$ cat src/rtl/viterbi_traceback_if.sv
// Stream interface for the Viterbi traceback stage: an upstream trellis-step
// channel (survivors + path metrics) and a downstream decoded-bit channel.
interface viterbi_traceback_if #(
    parameter int PM_W = 7
);
    logic                in_valid;
    logic                in_ready;
    logic [7:0]          in_surv;
    logic [4*PM_W-1:0]   in_pm;
    logic                in_last;
    logic                in_term;
    logic                out_valid;
    logic                out_ready;
    logic                out_bit;
    logic                out_last;

    // Upstream producer / downstream consumer side
    modport master (
        output in_valid, in_surv, in_pm, in_last, in_term, out_ready,
        input  in_ready, out_valid, out_bit, out_last
    );

    // Traceback block side
    modport slave (
        input  in_valid, in_surv, in_pm, in_last, in_term, out_ready,
        output in_ready, out_valid, out_bit, out_last
    );
endinterface

$ cat src/rtl/viterbi_traceback.sv
// Survivor memory and traceback for a K=3 (4-state) Viterbi decoder.
// FILL stores one survivor word per trellis step, TRACE walks the survivor
// pointers backwards from the chosen end state writing decoded bits, and
// EMIT streams those bits out oldest-first over a valid/ready handshake.
module viterbi_traceback #(
    parameter int FRAME_MAX = 32,
    parameter int PM_W      = 7
) (
    input  logic               clk,
    input  logic               rst,
    viterbi_traceback_if.slave bus
);
    localparam int IW    = $clog2(FRAME_MAX);
    localparam int LEN_W = IW + 1;

    localparam logic [IW-1:0]    IDX_ZERO = IW'(0);
    localparam logic [IW-1:0]    IDX_ONE  = IW'(1);
    localparam logic [IW-1:0]    IDX_LAST = IW'(FRAME_MAX - 1);
    localparam logic [LEN_W-1:0] LEN_ZERO = LEN_W'(0);
    localparam logic [LEN_W-1:0] LEN_ONE  = LEN_W'(1);

    typedef enum logic [1:0] {
        S_FILL  = 2'd0,
        S_TRACE = 2'd1,
        S_EMIT  = 2'd2
    } state_t;

    // Lowest-index state with the smallest unsigned path metric.
    function automatic logic [1:0] pm_argmin(input logic [4*PM_W-1:0] pm);
        logic [PM_W-1:0] best;
        logic [1:0]      sel;
        best = pm[PM_W-1:0];
        sel  = 2'd0;
        for (int i = 1; i < 4; i++) begin
            if (pm[i*PM_W +: PM_W] < best) begin
                best = pm[i*PM_W +: PM_W];
                sel  = 2'(i);
            end else begin
                best = best;
            end
        end
        return sel;
    endfunction

    state_t           r_state;
    logic [IW-1:0]    r_wr_idx;
    logic [LEN_W-1:0] r_len;
    logic [IW-1:0]    r_idx;
    logic [1:0]       r_st;
    logic [IW-1:0]    r_rd_idx;
    logic             r_in_ready;
    logic             r_out_valid;
    logic             r_out_bit;
    logic             r_out_last;

    logic [7:0]       r_surv_mem [FRAME_MAX];
    logic             r_bit_mem  [FRAME_MAX];

    logic             w_accept;
    logic             w_final;
    logic [1:0]       w_start;
    logic [1:0]       w_pred;
    logic [LEN_W-1:0] w_next_rd;
    logic [LEN_W-1:0] w_len_m1;

    assign w_accept  = (r_state == S_FILL) && r_in_ready && bus.in_valid;
    // A frame ends on in_last or when the survivor RAM is full.
    assign w_final   = w_accept && (bus.in_last || (r_wr_idx == IDX_LAST));
    // Termination is only honoured on an explicit in_last; a forced end
    // always traces from the best metric.
    assign w_start   = (bus.in_last && bus.in_term) ? 2'd0 : pm_argmin(bus.in_pm);
    // Predecessor of the current trace state at the current step.
    assign w_pred    = r_surv_mem[r_idx][{r_st, 1'b0} +: 2];
    assign w_next_rd = {1'b0, r_rd_idx} + LEN_ONE;
    assign w_len_m1  = r_len - LEN_ONE;

    // Control FSM with registered stream outputs.
    always_ff @(posedge clk) begin
        if (rst) begin
            r_state     <= S_FILL;
            r_wr_idx    <= IDX_ZERO;
            r_len       <= LEN_ZERO;
            r_idx       <= IDX_ZERO;
            r_st        <= 2'd0;
            r_rd_idx    <= IDX_ZERO;
            r_in_ready  <= 1'b1;
            r_out_valid <= 1'b0;
            r_out_bit   <= 1'b0;
            r_out_last  <= 1'b0;
        end else begin
            case (r_state)
                S_FILL: begin
                    if (w_accept) begin
                        r_wr_idx <= r_wr_idx + IDX_ONE;
                        if (w_final) begin
                            r_len      <= {1'b0, r_wr_idx} + LEN_ONE;
                            r_idx      <= r_wr_idx;
                            r_st       <= w_start;
                            r_in_ready <= 1'b0;
                            r_state    <= S_TRACE;
                        end
                    end
                end
                S_TRACE: begin
                    r_st <= w_pred;
                    if (r_idx == IDX_ZERO) begin
                        // Bit 0 is being written to bit_mem this cycle, so
                        // feed it straight to the output register.
                        r_state     <= S_EMIT;
                        r_rd_idx    <= IDX_ZERO;
                        r_out_valid <= 1'b1;
                        r_out_bit   <= r_st[1];
                        r_out_last  <= (r_len == LEN_ONE);
                    end else begin
                        r_idx <= r_idx - IDX_ONE;
                    end
                end
                S_EMIT: begin
                    if (r_out_valid && bus.out_ready) begin
                        if ({1'b0, r_rd_idx} == w_len_m1) begin
                            r_out_valid <= 1'b0;
                            r_out_bit   <= 1'b0;
                            r_out_last  <= 1'b0;
                            r_wr_idx    <= IDX_ZERO;
                            r_in_ready  <= 1'b1;
                            r_state     <= S_FILL;
                        end else begin
                            r_rd_idx   <= w_next_rd[IW-1:0];
                            r_out_bit  <= r_bit_mem[w_next_rd[IW-1:0]];
                            r_out_last <= (w_next_rd == w_len_m1);
                        end
                    end
                end
                default: begin
                    r_state     <= S_FILL;
                    r_in_ready  <= 1'b1;
                    r_out_valid <= 1'b0;
                    r_out_bit   <= 1'b0;
                    r_out_last  <= 1'b0;
                end
            endcase
        end
    end

    // Survivor RAM: one 4x2-bit predecessor word per accepted trellis step.
    always_ff @(posedge clk) begin
        if (!rst && w_accept) begin
            r_surv_mem[r_wr_idx] <= bus.in_surv;
        end
    end

    // Decoded-bit RAM: the MSB of each traced state is the input bit at that step.
    always_ff @(posedge clk) begin
        if (!rst && (r_state == S_TRACE)) begin
            r_bit_mem[r_idx] <= r_st[1];
        end
    end

    assign bus.in_ready  = r_in_ready;
    assign bus.out_valid = r_out_valid;
    assign bus.out_bit   = r_out_bit;
    assign bus.out_last  = r_out_last;
endmodule
$ cat src/flat_wrapper.sv
// flat-port wrapper written by rule: the top's interface ports become plain ports
module viterbi_traceback_flat 
#(
    parameter int FRAME_MAX = 32,
    parameter int PM_W      = 7
)
  (clk, rst, bus_in_valid, bus_in_surv, bus_in_pm, bus_in_last, bus_in_term, bus_out_ready, bus_in_ready, bus_out_valid, bus_out_bit, bus_out_last);
  viterbi_traceback_if #(.PM_W(PM_W)) bus_i ();
  input  logic clk;
  input  logic rst;
  input wire logic [$bits(bus_i.in_valid)-1:0] bus_in_valid;
  input wire logic [$bits(bus_i.in_surv)-1:0] bus_in_surv;
  input wire logic [$bits(bus_i.in_pm)-1:0] bus_in_pm;
  input wire logic [$bits(bus_i.in_last)-1:0] bus_in_last;
  input wire logic [$bits(bus_i.in_term)-1:0] bus_in_term;
  input wire logic [$bits(bus_i.out_ready)-1:0] bus_out_ready;
  output wire logic [$bits(bus_i.in_ready)-1:0] bus_in_ready;
  output wire logic [$bits(bus_i.out_valid)-1:0] bus_out_valid;
  output wire logic [$bits(bus_i.out_bit)-1:0] bus_out_bit;
  output wire logic [$bits(bus_i.out_last)-1:0] bus_out_last;
  assign bus_i.in_valid = bus_in_valid;
  assign bus_i.in_surv = bus_in_surv;
  assign bus_i.in_pm = bus_in_pm;
  assign bus_i.in_last = bus_in_last;
  assign bus_i.in_term = bus_in_term;
  assign bus_i.out_ready = bus_out_ready;
  assign bus_in_ready = bus_i.in_ready;
  assign bus_out_valid = bus_i.out_valid;
  assign bus_out_bit = bus_i.out_bit;
  assign bus_out_last = bus_i.out_last;
  viterbi_traceback #(.FRAME_MAX(FRAME_MAX), .PM_W(PM_W)) u_core (.clk(clk), .rst(rst), .bus(bus_i));
endmodule
$ cat config.mk
export PLATFORM = sky130hd
export DESIGN_NAME = viterbi_traceback_flat
export DESIGN_NICKNAME = d
export VERILOG_FILES = /design/src/rtl/viterbi_traceback_if.sv /design/src/rtl/viterbi_traceback.sv /design/src/flat_wrapper.sv
export SDC_FILE = /design/constraint.sdc
export NUM_CORES = 1
export LEC_CHECK = 0
export CAP_MARGIN = 20
export CORE_ASPECT_RATIO = 1.1
export CORE_MARGIN = 2
export CORE_UTILIZATION = 55
export CTS_BUF_LIST = sky130_fd_sc_hd__clkbuf_2 sky130_fd_sc_hd__clkbuf_4 sky130_fd_sc_hd__clkbuf_8
export DETAILED_ROUTE_END_ITERATION = 7
export PLACE_DENSITY = 0.76
export RECOVER_POWER = 25
export SYNTH_ARGS = -nofsm -noshare
export SYNTH_HDL_FRONTEND = slang
export SYNTH_SLANG_ARGS = --single-unit
$ cat constraint.sdc
create_clock -name clk -period 4.85 [get_ports clk]
set_input_delay 0.485 -clock clk [delete_from_list [all_inputs] [get_ports clk]]
set_output_delay 0.485 -clock clk [all_outputs]
set_load 0.02 [all_outputs]
After elaboration in Yosys (flattened, before gate mapping)
Memory sizes are Yosys's and may differ from the RTL's. A register that Yosys moved wholly into a read port is not among the register bits.
Index checks and enable logic that the tools add are counted.
{"block": "totals", "regBits": 29, "latch_bits": 0, "mem_bits_rw": 288, "mem_bits_ro": 0, "inputBits": 42, "out_inout_bits": 4, "wordCells": 109, "mem_count": 2}
{"block": "op_classes", "addsub": 5, "mul": 0, "div_mod_pow": 0, "magnitude_cmp": 3, "eq_ne": 13, "shifts": 1, "mux": 50, "n_bitwise": 2, "n_reduce_logical": 23}
{"memory": "u_core.r_surv_mem", "words": 32, "width": 8, "read_ports": 1, "rd_clocked_by_memory_dff": 1, "write_ports": 1, "line_no": "viterbi_traceback.sv:56", "source": "logic [7:0] r_surv_mem [FRAME_MAX];"}
{"memory": "u_core.r_bit_mem", "words": 32, "width": 1, "read_ports": 1, "rd_clocked_by_memory_dff": 0, "write_ports": 1, "line_no": "viterbi_traceback.sv:57", "source": "logic r_bit_mem [FRAME_MAX];"}
{"op": "$mux W5", "count": 11}
{"op": "$pmux W5 S2", "count": 3}
{"op": "$lt A7 B7 Y1", "count": 3}
{"op": "$mux W2", "count": 10}
{"op": "$mux W1", "count": 18}
{"op": "$reduce_and A4 Y1", "count": 4}
{"op": "$mux W7", "count": 2}
{"op": "$add A5 B1 Y6 const B", "count": 2}
{"op": "$pmux W1 S3", "count": 4}
{"op": "$ne A2 B1 Y1 const B", "count": 5}
{"op": "$reduce_and A5 Y1", "count": 2}
{"op": "$reduce_and A3 Y1", "count": 3}
{"op": "$shiftx A8 B4 Y2", "count": 1}
{"op": "$logic_and A1 B1 Y1", "count": 7}
{"op": "$eq A5 B6 Y1", "count": 1}
{"op": "$eq A6 B1 Y1 const B", "count": 1}
{"op": "$eq A6 B6 Y1", "count": 1}
{"op": "$pmux W2 S3", "count": 1}
{"op": "$reduce_bool A2 Y1", "count": 3}
{"op": "$sub A6 B1 Y6 const B", "count": 1}
{"op": "$add A5 B1 Y5 const B", "count": 1}
{"op": "$eq A5 B5 Y1 const B", "count": 1}
{"op": "$logic_not A5 Y1", "count": 1}
{"op": "$sub A5 B1 Y5 const B", "count": 1}
{"op": "other kinds (8)", "count": 10}

Logic depth before layout (Yosys ltp)
Gate-level depths: netlist of the first run.
{"block": "logic_depth", "word_depth": 10, "mapped_depth": 24, "ltp_nobuf": 22}

Least setup slack after synthesis of the first run
No wires, ideal clock.
{"block": "synth_timing", "path_kind": "input -> register", "startpoint": "in bus_in_pm[4]", "endpoint": "reg u_core.r_st[1]", "setup_time_ns": 0.086, "t_arrival_ns": 4.782, "required_ns": 4.764, "setup_slack_ns": -0.018, "path_stages": 23, "path_buffers": 2, "path_cell_list": "inv_1 > ha_1 > a211oi_1 > nor2_1 > a211oi_1 > clkbuf_1 > nor2_1 > a21oi_1 > ha_1 > a211oi_1 > o21ai_0 > a211o_1 > o21ai_0 > buf_2 > nor2_1 > a21oi_1 > ha_1 > a21o_1 > a21oi_1 > o211ai_1 > o31ai_1 > a21oi_1 > a211oi_1"}
{"block": "synth_between", "elab_chain_cells": 10, "elab_cells_between_ends": 11, "classes_between": "3 x order compare; 8 x mux"}
{"element": "start: declaration", "line_no": "flat_wrapper.sv:13", "source": "input wire logic [$bits(bus_i.in_pm)-1:0] bus_in_pm;"}
{"element": "$lt A7 B7 Y1", "line_no": "viterbi_traceback.sv:35", "source": "if (pm[i*PM_W +: PM_W] < best) begin"}
{"element": "$mux W7 *", "line_no": "viterbi_traceback.sv:35"}
{"element": "$lt A7 B7 Y1", "line_no": "viterbi_traceback.sv:35"}
{"element": "$mux W7", "line_no": "viterbi_traceback.sv:35"}
{"element": "$lt A7 B7 Y1", "line_no": "viterbi_traceback.sv:35"}
{"element": "$mux W2 *", "line_no": "viterbi_traceback.sv:35"}
{"element": "$mux W2 *", "line_no": "viterbi_traceback.sv:71", "source": "assign w_start = (bus.in_last && bus.in_term) ? 2'd0 : pm_argmin(bus.in_pm);"}
{"element": "$mux W2 *", "line_no": "viterbi_traceback.sv:95", "source": "if (w_final) begin"}
{"element": "$mux W2 *", "line_no": "viterbi_traceback.sv:93", "source": "if (w_accept) begin"}
{"element": "$pmux W2 S2 *", "line_no": "viterbi_traceback.sv:91", "source": "case (r_state)"}
{"element": "end signal: assignment", "line_no": "viterbi_traceback.sv:98", "source": "r_st <= w_start;"}
{"element": "end signal: assignment", "line_no": "viterbi_traceback.sv:105", "source": "r_st <= w_pred;"}
{"element": "end: declaration", "line_no": "viterbi_traceback.sv:49", "source": "logic [1:0] r_st;"}
Mark *: on every way between the ends. The rest lies on a longest branch, timed or not. The select of a mux whose other input is x is not followed.
A chain may end at the register's enable or synchronous reset.

Final worst setup path of the first run
{"block": "layout_timing", "startpoint": "in bus_in_pm[2]", "endpoint": "reg u_core.r_st[1]"}
The elaborated chain is that of the path after synthesis.

==> metrics.md, run 1 <==
| Metric | Value |
|---|---|
| Final cycle utilization of the critical path | `approximately 93%` |
| Leakage power summed over all cells | `about 5.2 nW` |
| Crit-path max FO | `8` |
| Clock Latency Late Sink | `590 ps` |
| Max Cap Viol | `1` |
| Clock H-tree levels | `2` |
| Sequential share of power | `46.1%` |
| Share of synthesized cell area in full adder, half adder and majority cells | `3.11%` |
| Final HPWL from detailed placement | `approximately 19000 um` |
| DRC violations left | `0` |
| Run status | `finished with violations` |
| Total number of yosys warnings | `0` |
| Max Clock Skew | `between 20 and 30 ps` |
| Number of buffer and inverter instances along the worst setup path | `4` |
| Inserted Diodes | `0` |
| Pins Over Slew Limit | `46` |
| Total global routing overflow | `0` |
| Antenna-violating nets left | `0` |
| HP Class | `register to register` |
| Switching Share | `28.6%` |
| Part of the total power dissipated in combinational logic | `about a fifth` |
| Clk buf depth | `3` |
| Cells after synthesis | `937` |
| Post-synthesis mux area share | `approximately an eighth` |
| Final-layout fill cell count | `1821` |
| Wire length reported by the detailed router | `30100 um` |
| Period minus WS final | `4510 ps` |
| Antenna violations before repair | `0` |
| Global-route wire length before repair | `46000 um` |
| Starting Density | `between 50% and 60%` |
| Post-placement worst setup slack | `-507 ps` |
| Number of synthesized flops with an enable pin | `288` |
| Weighted congestion reported at the end of routability-driven placement | `approximately 0.8` |
| Peak supply drop | `227 uV` |
| Most used cells in the layout excluding fill and tap cells | `edfxtp_1, nor2_1, mux4_2, clkbuf_8, nand2_1` |
| Most frequently used flop master after synthesis | `edfxtp_1` |
| Cell row count | `61` |
| Headroom to the max-slew limit | `-30.4%` |
| Area of the mapped netlist | `14100 um2` |
| Total count of hold-check failures in the final report | `0` |
| Number of library cell types mapped by synthesis | `58` |
| I/O pin count | `46` |
| Num Clock Sinks | `322` |
| Area added between synthesis and finish | `14.7%` |
| Data required time of the critical path | `5340 ps` |
| Total iterations of the first detailed-routing run | `7` |
| Cell repeated most along the worst path | `a21oi_1` |
| Share of layout cells above drive strength 1 | `18.1%` |
| Pwr Total | `7.14 mW` |
| Transition at the pin with the smallest max-transition slack | `1960 ps` |
| Total routing resource utilization after global routing | `between 20% and 30%` |
| Width of the die | `between 150 and 200 um` |
| P per Cell Area | `441 nW/um2` |
| Number of setup violations in the final report | `0` |
| Arrival time at the worst endpoint | `approximately 5000 ps` |
| Number of storage elements in the synthesis netlist | `322` |
| Clock-pin transition on the worst setup and hold timing paths | `around 70 ps` |
| Violated checks | `max-capacitance violations, max-slew violations` |
| Clock tree from TritonCTS | `built` |
| Wire length per cell after detailed routing | `21.3 um` |
| Core ar. | `25300 um2` |
| Async S/R FF share, synth | `0%` |
| Starting DRC count in detailed routing | `775` |
| Final nets | `1101` |
| Unrepaired setup endpoints after global routing | `false` |
| Max stage delay on crit path | `450 ps` |
| Number of buffers added on ports | `45` |
| Category of cells accounting for the largest share of critical-path delay | `compound AO/OA/AOI/OAI gates` |
| Internal portion of total power | `5.10 mW` |
| Critical setup path kind | `primary input to register` |
| TritonCTS Buffers | `50` |
| Height of the die | `approximately 170 um` |
| Synth Area in Compound Gates | `approximately 6.5%` |
| Synthesized area per cell | `15.0 um2` |
| Fraction of synthesized cell area in xor and xnor cells | `around 1.1%` |
| Die area | `26900 um2` |
| Endpoint type of the worst setup path | `register` |
| Switching power | `2.04 mW` |
| Leading cell type in the layout, fill and taps excluded | `edfxtp_1` |
| Via count of the first global-routing pass | `8399` |
| Basic-gate share of the synthesized area counting and, or, nand and nor cells | `around 7.9%` |
| Maximum number of pins on one net before global-route repair | `46` |
| Main combinational cell family by area after synthesis | `multiplexers` |
| Highest clock frequency the design can meet | `222 MHz` |
| Final setup slack of the worst path | `344 ps` |
| Portion of total power attributed to the clock network | `roughly 33%` |
| Clock tree root buffer cell | `clkbuf_8` |
| Vias per inst | `~6` |
| Startpoint Class | `primary input` |
| Synthesized net count | `slightly above 1000` |
| Cell type of the slowest stage on the worst timing path | `clkdlybuf4s50_1` |
| Detailed-route via count | `8330` |
| Hold buffers post-CTS | `0` |
| Sequential fraction of the synthesis area | `66.2%` |
-- what timing repair did --
action                                  CTS  global route
setup buffers                             0             0
gates resized for setup                   0             5
endpoints found under the setup margin    0             2
-- routing by layer --
layer	track usage, %	wire (um)	vias to the layer above
li1	-	-	3816
met1	30.0	12100	4078
met3	3.88	2140	84
met2	38.5	14800	352
met5	0	0	-
met4	8.50	1030	0
-- synthesized netlist by cell type (5+ instances only) --
master,count,area (um2)
mux2i_1,43,430
a31oi_1,9,56.3
buf_2,10,50.1
nand3b_1,8,60.1
ha_1,35,438
mux4_2,58,1310
nand2b_1,5,31.3
a211oi_1,9,67.6
a22oi_1,20,150
nand3_1,20,100
inv_1,25,93.8
nor2_1,114,428
xor2_1,8,70.1
nor3_1,11,55.1
o21ai_0,23,115
xnor2_1,10,87.6
dfxtp_1,34,681
nand2_1,48,180
nand4_1,8,50.1
clkbuf_1,26,97.6
buf_4,10,75.1
o211ai_1,11,82.6
nor2b_1,8,50.1
a21oi_1,39,195
edfxtp_1,288,8650
mux2_2,7,78.8
-- per-stage QoR --
stage / util (%) / cell area, um2 / std cells / TNS [ps] / hold WS [ps]
after global placement: 59.3 / 15000 / 1310 / -604 / 464
after global routing: 64.0 / 16200 / 1410 / 0 / 493
after floorplan: - / 14100 / 937 / 0 / 449
final: 64.0 / 16200 / 1410 / 0 / 471
after detailed placement: 59.4 / 15000 / 1311 / -938 / 465
after CTS: 63.6 / 16100 / 1403 / 0 / 474
-- registers in the layout, indices dropped and copies added (netlist names), named ones only --
| signal | count |
|---|---|
| u_core.r_rd_idx | 5 |
| u_core.r_state | 2 |
| u_core.bus.out_last | 1 |
| u_core.r_bit_mem | 32 |
| u_core.r_surv_mem | 256 |
| u_core.bus.out_valid | 1 |
| u_core.bus.in_ready | 1 |
| u_core.r_idx | 5 |
| u_core.r_wr_idx | 5 |
| u_core.bus.out_bit | 1 |
| u_core.r_st | 2 |
| u_core.r_len | 6 |
-- final timing paths --
| path | slack, ps | start | cells past startpoint | end |
|---|---|---|---|---|
| setup / recovery | 340 | bus_in_pm[2] | 25 | u_core.r_st[1] |
| hold / removal | 470 | u_core.r_len[1] | 2 | u_core.r_len[1] |
| setup reg to reg | 1650 | register | 8 | u_core.r_st[1] |
| hold reg to reg | 470 | u_core.r_len[1] | 2 | u_core.r_len[1] |
-- power groups by stage --
stage               clock network, mW  registers (mW)  logic, mW
floorplan                           0            3.24       1.13
global placement                    0            3.34       1.45
detailed placement                  0            3.35       1.49
CTS                              2.37            3.29       1.49
global route                     2.50            3.31       1.63
finish                           2.34            3.29       1.51
-- final cells by class --
cell class,instances,area (um2),share of cell area (%)
well taps,346,433,2.68
flip-flops and latches,322,9330,57.7
inverters,25,93.8,0.580
multi-input cells,543,4450,27.5
clock buffers,66,846,5.23
repair buffers,82,812,5.02
clock inverters,26,201,1.25
-- logic make-up (layout without fill, tap and decap cells) --
kind of cell | Yosys count | count (layout)
fa+ha+maj | 35 | 35
xor+xnor | 18 | 18
compound gates | 139 | 139
flops | 322 | 322
simple gates | 243 | 243
mux | 108 | 108
buf+inv | 72 | 199
-- worst min-delay path, stage by stage, from the launching register on --
cell     delay, ps
dfxtp_1        320
nand2_1         50
a21oi_1         50
No activity file was read; power rests on OpenSTA's default activity.
==> run 2: changes to the inputs <==
--- a/config.mk
+++ b/config.mk
@@ -5,6 +5,7 @@
 export SDC_FILE = /design/constraint.sdc
 export NUM_CORES = 1
 export LEC_CHECK = 0
+export ABC_CLOCK_PERIOD_IN_PS = 4850
 export CAP_MARGIN = 20
 export CORE_ASPECT_RATIO = 1.1
 export CORE_MARGIN = 2
==> results of run 2 <==
No change in the layout: final DEF, timing and power equal those of run 1.
